===== config.mk =====
export PLATFORM = sky130hd
export DESIGN_NAME = fp_quad_sequencer
export DESIGN_NICKNAME = d
export VERILOG_FILES = /design/src/rtl/fp_quad_sequencer.sv
export SDC_FILE = /design/constraint.sdc
export NUM_CORES = 1
export LEC_CHECK = 0
export ABC_AREA = 1
export CORE_MARGIN = 2
export CORE_UTILIZATION = 40
export DETAILED_ROUTE_END_ITERATION = 16
export GPL_ROUTABILITY_DRIVEN = 0
export PLACE_DENSITY = 0.88
export SYNTH_ARGS = -nofsm -noshare
export SYNTH_HDL_FRONTEND = slang
export SYNTH_SLANG_ARGS = --single-unit

===== constraint.sdc =====
create_clock -name clk -period 1.25 [get_ports clk]
set_input_delay 0.125 -clock clk [delete_from_list [all_inputs] [get_ports clk]]
set_output_delay 0.125 -clock clk [all_outputs]
set_load 0.02 [all_outputs]

===== src/rtl/fp_quad_sequencer.sv =====
// fp_quad_sequencer: gathers four binary32 operand words into registers that
// feed an external four-operand adder tree. It holds them for SETTLE_CYCLES
// cycles, captures the tree's result and flags, and presents them on a
// valid/ready result port.
//
// Ports
//   clk, rst                    clock; synchronous active-high reset
//   in_valid/in_ready/in_data   operand word stream (four words per quad)
//   in_sub_op, in_rm            subtract-select / rounding mode, taken with word 0
//   op_a..op_d, op_sub, op_rm   registered operands and controls to the tree
//   add_result, add_flags       combinational result and flags from the tree
//   res_valid/res_ready         result handshake
//   res_data, res_flags         captured result and flags of the quad
//   sticky_flags, flags_clr     accumulated flags since reset or clear
//   quad_count                  completed result handshakes (wraps)
module fp_quad_sequencer #(
    parameter int unsigned SETTLE_CYCLES = 2
) (
    input  logic        clk,
    input  logic        rst,
    input  logic        in_valid,
    output logic        in_ready,
    input  logic [31:0] in_data,
    input  logic [2:0]  in_sub_op,
    input  logic [2:0]  in_rm,
    output logic [31:0] op_a,
    output logic [31:0] op_b,
    output logic [31:0] op_c,
    output logic [31:0] op_d,
    output logic [2:0]  op_sub,
    output logic [2:0]  op_rm,
    input  logic [31:0] add_result,
    input  logic [4:0]  add_flags,
    output logic        res_valid,
    input  logic        res_ready,
    output logic [31:0] res_data,
    output logic [4:0]  res_flags,
    output logic [4:0]  sticky_flags,
    input  logic        flags_clr,
    output logic [15:0] quad_count
);

    localparam int unsigned DATA_W  = 32;
    localparam int unsigned FLAG_W  = 5;
    localparam int unsigned CNT_W   = 16;
    localparam int unsigned TIMER_W = 4;

    typedef enum logic [1:0] {
        LOAD   = 2'd0,
        SETTLE = 2'd1,
        DONE   = 2'd2
    } state_t;

    state_t                        state_q;
    logic [1:0]                    cnt_q;
    logic [TIMER_W-1:0]            timer_q;
    logic [3:0][DATA_W-1:0]        ops_q;
    logic [2:0]                    sub_q;
    logic [2:0]                    rm_q;
    logic [DATA_W-1:0]             res_data_q;
    logic [FLAG_W-1:0]             res_flags_q;
    logic [FLAG_W-1:0]             sticky_q;
    logic [CNT_W-1:0]              quad_count_q;
    logic                          capture;

    // The timer is loaded with SETTLE_CYCLES-1 on the 4th accept and the
    // capture happens on the edge where it is already zero. This puts the
    // capture exactly SETTLE_CYCLES edges after the 4th accept.
    assign capture = (state_q == SETTLE) && (timer_q == '0);

    // Ready depends only on state and reset, never on in_valid or res_ready.
    assign in_ready  = (state_q == LOAD) && !rst;
    assign res_valid = (state_q == DONE);

    assign op_a         = ops_q[0];
    assign op_b         = ops_q[1];
    assign op_c         = ops_q[2];
    assign op_d         = ops_q[3];
    assign op_sub       = sub_q;
    assign op_rm        = rm_q;
    assign res_data     = res_data_q;
    assign res_flags    = res_flags_q;
    assign sticky_flags = sticky_q;
    assign quad_count   = quad_count_q;

    // Sequencer state, operand slots, result capture and counters.
    always_ff @(posedge clk) begin
        if (rst) begin
            state_q      <= LOAD;
            cnt_q        <= '0;
            timer_q      <= '0;
            ops_q        <= '0;
            sub_q        <= '0;
            rm_q         <= '0;
            res_data_q   <= '0;
            res_flags_q  <= '0;
            sticky_q     <= '0;
            quad_count_q <= '0;
        end else begin
            case (state_q)
                LOAD: begin
                    if (in_valid) begin
                        ops_q[cnt_q] <= in_data;
                        if (cnt_q == 2'd0) begin
                            sub_q <= in_sub_op;
                            rm_q  <= in_rm;
                        end
                        cnt_q <= cnt_q + 2'd1;
                        if (cnt_q == 2'd3) begin
                            state_q <= SETTLE;
                            timer_q <= TIMER_W'(SETTLE_CYCLES - 1);
                        end
                    end
                end
                SETTLE: begin
                    if (capture) begin
                        res_data_q  <= add_result;
                        res_flags_q <= add_flags;
                        state_q     <= DONE;
                    end else begin
                        timer_q <= timer_q - TIMER_W'(1);
                    end
                end
                DONE: begin
                    if (res_ready) begin
                        state_q      <= LOAD;
                        quad_count_q <= quad_count_q + CNT_W'(1);
                    end
                end
                default: state_q <= LOAD;
            endcase

            // A clear on a capture edge drops the history and keeps only this quad's flags.
            if (capture) begin
                sticky_q <= (flags_clr ? '0 : sticky_q) | add_flags;
            end else if (flags_clr) begin
                sticky_q <= '0;
            end
        end
    end

endmodule


==> metrics.txt, run 1 <==
hold crit path type=input pin to flop; Final Hold Viols=0; critical path class=flop to flop; Via density=5.88; GR Util All Layers=30.7%; Peak VDD IR=1.15 mV; switching pwr=4.87 mW; Fin Hold WS=0.256 ns; Mapped Avg Cell Area=7.85 µm²; pre-CTS WS=-0.236 ns; via count=8980; synthesized cell area=0.00749 mm²; Worst-Skew Late Latency=0.45 ns; worst setup path start=state_q[0]$_SDFFE_PP0P_; critical path launch point type=flop; Yosys warnings=0; unrepaired setup endpoints after global routing=yes; die height=141 µm; most common cell after layout, fill and taps aside=dfxtp_1; RR Endpoint=op_a[5]$_SDFFE_PP0P_; failing checks=setup timing; die footprint=0.0198 mm²; Layout area overhead=85.4%; CTS tree=done; power consumption=15.7 mW; H-tree levels=4; Initial Utilization=40.5%; unique cell type count in the Yosys netlist=27; Max Cap Viol=0; initial detailed-routing violation count=714; share of layout cells above drive strength 1=53.4%; antenna-violating nets left=0; register area share after synthesis=53.4%; Worst EP arrival=1.90 ns; final period utilization=123%; core area=0.0185 mm²; vias in the first global route=8607; Port Buffers=273; post-synthesis cell count=954; Clock Sinks=200; DR DRC count=0; Reg power frac=43.4%; Ant. Diodes=0; required time of the critical path=1.62 ns; fin cells=1528; CP endpoint=op_a[5]$_SDFFE_PP0P_; Gate power share=20.2%; first-pass GRT wire length=47.6 mm; Worst Setup Slack, final=-0.288 ns; worst clock skew=0.0172 ns; status=finished, violations left; Reg clk slew, reported paths=0.08 ns; Pwr Density=1130 mW/mm²; drt pass-1 iters=5; clock buffer count from CTS=17; Internal Pwr Total=10.8 mW; syn nets=1040; largest net degree at the start of global routing=70; Achievable Freq=0.650 GHz; Static Leak=5.37 nW; Layout Nets=1367; R2R Setup Slk=-0.29 ns; CP endpoint kind=flop; reg-to-reg startpoint=state_q[0]$_SDFFE_PP0P_; R2R cell count=8; Synth Register Bits=200; DRT Wirelength=35.9 mm; CTS root buf=clkbuf_16; Max Slew Vio Count=0; initial antenna violation count=0; fin crit period=1.54 ns; total gr overflow=0; FP Rows=50; Crit Path Max Fanout=6; Switching Share=31.1%; Max-slew headroom=68.3%; Slew @ Worst Pin=0.475 ns; WL/cell=23.5 µm; clock share of power=36.5%; hpwl dp=16.4 mm; # IOs=274; Final setup viols=207; commonest non-fill, non-tap cells in the layout=184 x dfxtp_1, 126 x clkbuf_2, 106 x nor2_1; die width=141 µm; clk buf depth=2; Cells after DPL=1437
what timing repair did:
| action | 4_1_cts | 5_1_grt |
|---|---|---|
| hold buffers | 0 | 0 |
| setup buffers | 21 | 15 |
| endpoints found under the setup margin | 383 | 353 |
| gates resized for setup | 634 | 554 |
| pin swaps | 53 | 111 |
| cloned | 26 | 8 |
final cells by class:
| cell class | count | area, µm² |
|---|---|---|
| clock buffers | 18 | 439 |
| clock inverters | 14 | 160 |
| fillers | 1128 | 4620 |
| inverters | 30 | 146 |
| multi-input cells | 656 | 4980 |
| flip-flops and latches | 200 | 4040 |
| well taps | 234 | 293 |
| repair buffers | 375 | 3820 |
| repair inverters | 1 | 16.3 |
Yosys cell counts (all sizes together):
cell type / n / share of area [%]
buf: 34 / 3.5
ha: 6 / 1.0
nand2: 165 / 8.4
clkbuf: 34 / 1.7
nor3: 2 / 0.13
o21a: 2 / 0.20
nand3: 115 / 7.8
a21oi: 123 / 8.2
or2: 1 / 0.084
nand4: 3 / 0.25
o21ai: 70 / 4.7
xor2: 3 / 0.35
dfxtp: 200 / 53
inv: 30 / 1.5
o21bai: 1 / 0.10
nor2: 165 / 8.6
metal layers:
layer	global-route usage, %	up-vias	share of wire (%)
li1	-	3821	-
met1	35.0	4283	35
met4	16.5	0	7.3
met2	52.7	659	48
met3	8.08	217	9.7
met5	0	-	0
worst min-delay path by stage:
stage | endpoint | start | cells past startpoint | slack [ns]
after detailed placement | op_a[25]$_SDFFE_PP0P_ | op_a[25]$_SDFFE_PP0P_ | 2 | 0.45
final | op_rm[2]$_SDFFE_PP0P_ | in_rm[2] | 3 | 0.26
after global placement | op_rm[2]$_SDFFE_PP0P_ | op_rm[2]$_SDFFE_PP0P_ | 2 | 0.45
after global routing | op_rm[2]$_SDFFE_PP0P_ | in_rm[2] | 3 | 0.27
after CTS | op_sub[2]$_SDFFE_PP0P_ | in_sub_op[2] | 3 | 0.26
after floorplan | res_data[0]$_SDFFE_PP0P_ | add_result[0] | 2 | 0.26
kinds of logic (layout without fill, tap and decap cells):
group / count (synthesis) / count (layout) / synth area share, %
and+or+nand+nor: 451 / 451 / 25.3
DFF: 200 / 200 / 53.4
AOI/OAI and AO/OA: 196 / 196 / 13.2
buffers and inverters: 98 / 438 / 6.71
adders and majority gates: 6 / 6 / 1.00
xor gates and xnor gates: 3 / 3 / 0.351
worst max-delay path, cell delays in order (launching register included):
cell     delay (ns)
dfxtp_4        0.36
nor2_4         0.12
buf_6          0.13
nand2_8        0.10
inv_16         0.13
buf_12         0.14
buf_12         0.14
nand3_1        0.12
a21oi_2        0.21
power groups by stage:
stage / registers, mW / logic, mW / clock network, mW
2_1_floorplan: 7.12 / 0.712 / 0
3_3_place_gp: 6.85 / 1.98 / 0
3_5_place_dp: 6.86 / 2.01 / 0
4_1_cts: 6.74 / 2.63 / 5.64
5_1_grt: 6.82 / 3.27 / 5.92
6_report: 6.81 / 3.17 / 5.72
flip-flops by register name, summed over array words and instances (netlist names), 3 cells and up:
| name | cells |
|---|---|
| timer_q | 4 |
| op_d | 32 |
| op_rm | 3 |
| op_sub | 3 |
| sticky_flags | 5 |
| op_b | 32 |
| res_data | 32 |
| res_flags | 5 |
| quad_count | 16 |
| op_a | 32 |
| op_c | 32 |
through the flow:
step / setup TNS, ns / util (%) / instance area (µm²)
after floorplan: -2.06 / - / 7510
after global placement: -22.76 / 57.4 / 10600
after detailed placement: -31.81 / 57.4 / 10600
after CTS: -21.95 / 70.4 / 13000
after global routing: -37.74 / 75.0 / 13900
final: -27.68 / 75.0 / 13900
Power figures use the tool's default switching activity.
==> run 2, diff against run 1 <==
CTS_BUF_LIST = sky130_fd_sc_hd__clkbuf_16   (was unset)
SETUP_SLACK_MARGIN = 0.3   (was unset)
==> run 2 against run 1 <==
- the run still ends with setup timing left
- sequential cell count is the same
- clock power shrank 3%
- combinational power shrank 6.3%
- final area grew 3.3%
- cell count grew 4.3%
- largest power group unchanged
- worst setup slack gained 0.052 ns
- critical path type unchanged
- wire length shrank 9.8%
- die area is the same
==> metrics.txt, run 2 (synthesis gave the netlist of run 1 again) <==
status=finished, violations left; failing checks=setup timing; CP bufs+invs=3; placed cell area=0.0111 mm²; DRT Wirelength=32.4 mm; slowest cell on the critical path=dfxtp_4; Max Cap Viol=0; Achievable Freq=0.673 GHz; Final setup viols=193; Peak VDD IR=0.964 mV; via count=8734; # IOs=274; area occupied by multi-input gates=0.00400 mm²; worst clock skew=0.0121 ns; fin crit period=1.49 ns; first-pass GRT wire length=39.3 mm; Max-slew headroom=61.3%; CTS Hold Bufs=0; Gate power share=19.4%; CP endpoint kind=flop; setup TNS=-16.95 ns; Ant. Diodes=0; initial antenna violation count=0; Initial Utilization=40.5%; initial detailed-routing violation count=609; Fill cells=1063; Internal Pwr Total=11.0 mW; Final Instance Area=0.0143 mm²; Pwr Density=1070 mW/mm²; vias in the first global route=7724; GR Util All Layers=24.7%; hpwl dp=16.6 mm; Slew @ Worst Pin=0.581 ns; clock share of power=36.3%; FP Rows=50; Worst EP arrival=1.80 ns; Port Buffers=273; critical path launch point type=flop; Reg clk slew, reported paths=0.07 ns; share of layout cells above drive strength 1=60.7%; core area=0.0185 mm²; DR DRC count=0; clk buf depth=2; drt pass-1 iters=6; Sequential Area=0.00430 mm²; power consumption=15.3 mW; antenna-violating nets left=0; die footprint=0.0198 mm²; Max Slew Vio Count=0; clock buffer count from CTS=17; CTS tree=done; Via density=5.48; Crit Path Max Fanout=11; crit-path cells=nor2_4, buf_6, nand2_8, clkinv_8, buf_16, nand3_1, a21oi_1; hold crit path type=input pin to flop; commonest non-fill, non-tap cells in the layout=207 x buf_6, 176 x dfxtp_2, 115 x a21oi_1; H-tree levels=4; critical path class=flop to flop; final period utilization=119%; required time of the critical path=1.57 ns; unrepaired setup endpoints after global routing=yes; CTS root buf=clkbuf_16; WL/cell=20.3 µm; Largest delay share family, worst path=buffers and inverters; die width=141 µm; most common cell after layout, fill and taps aside=buf_6; Worst-Skew Late Latency=0.43 ns; Clock Sinks=200; Crit path largest cell delay=0.36 ns; die height=141 µm; Layout area overhead=91.5%; largest net degree at the start of global routing=118; Static Leak=5.84 nW; Final Hold Viols=0; Worst Setup Slack, final=-0.236 ns; Switching Share=28.2%; Reg power frac=44.3%; switching pwr=4.33 mW; Layout Nets=1433; total gr overflow=0
## run 2: cell types whose count changed in the layout (fill, tap and decap cells not counted), sizes merged, moves of 3 or more
cell           before  now
buf               107  343
clkbuf            151   36
clkdlybuf4s15      54    0
clkinv              4    9
clkinvlp            3    0
dlygate4sd2         3    0
## run 2: path summary, 6_finish.rpt
check	depth (start not counted)	end	slack [ns]	start
hold / removal	3	state_q[0]$_SDFFE_PP0P_	0.09	rst
setup reg to reg	7	op_a[6]$_SDFFE_PP0P_	-0.24	state_q[0]$_SDFFE_PP0P_
hold reg to reg	2	op_a[28]$_SDFFE_PP0P_	0.47	op_a[28]$_SDFFE_PP0P_
setup / recovery	7	op_a[6]$_SDFFE_PP0P_	-0.24	state_q[0]$_SDFFE_PP0P_
## run 2: cell type report
| cell class | instances | share of cell area [%] |
|---|---|---|
| Clock buffer | 17 | 2.97 |
| Clock inverter | 15 | 1.03 |
| Tap cell | 234 | 2.04 |
| Multi-Input combinational cell | 656 | 27.9 |
| Timing Repair inverter | 2 | 0.227 |
| Inverter | 30 | 1.32 |
| Sequential cell | 200 | 30.0 |
| Timing Repair Buffer | 440 | 34.5 |
## run 2: power by group through the flow
stage / clock (mW) / sequential (mW) / combinational [mW]
final: 5.57 / 6.80 / 2.97
after global routing: 5.91 / 6.82 / 3.10
after CTS: 5.58 / 6.75 / 2.29
after detailed placement: 0 / 6.85 / 2.19
after global placement: 0 / 6.84 / 2.16
after floorplan: 0 / 7.10 / 0.902
## run 2: stage by stage
| step | hold slack (ns) | cells | worst slack, ns | utilization (%) |
|---|---|---|---|---|
| final | 0.0873 | 1594 | -0.236 | 77.5 |
| after global routing | 0.0962 | 1594 | -0.286 | 77.5 |
| after CTS | 0.0556 | 1500 | -0.134 | 66.2 |
| after detailed placement | 0.451 | 1441 | -0.328 | 60.0 |
| after global placement | 0.447 | 1441 | -0.243 | 60.0 |
| after floorplan | 0.246 | 954 | 0.0660 | - |
## run 2: worst register-to-register path, delay by kind of cell (launching register included)
family | cells | cell delay, ns
AO/OA/AOI/OAI | 1 | 0.26
buffers and inverters | 3 | 0.41
flip-flops | 1 | 0.36
AND/OR/NAND/NOR | 3 | 0.34
## run 2: per-layer routing
layer  global-route usage [%]  wire (µm)  vias up
met4                     8.74       1490        0
li1                         -          -     3924
met2                     43.9      16800      505
met1                     28.1      11400     4189
met5                        0          0        -
met3                     7.71       2650      116
## run 2: timing repair
item	CTS	global route
pin swaps	2	76
cloned	2	26
resized for setup	1011	630
hold endpoints to repair	0	0
endpoints found under the setup margin	394	394
setup buffers	25	68
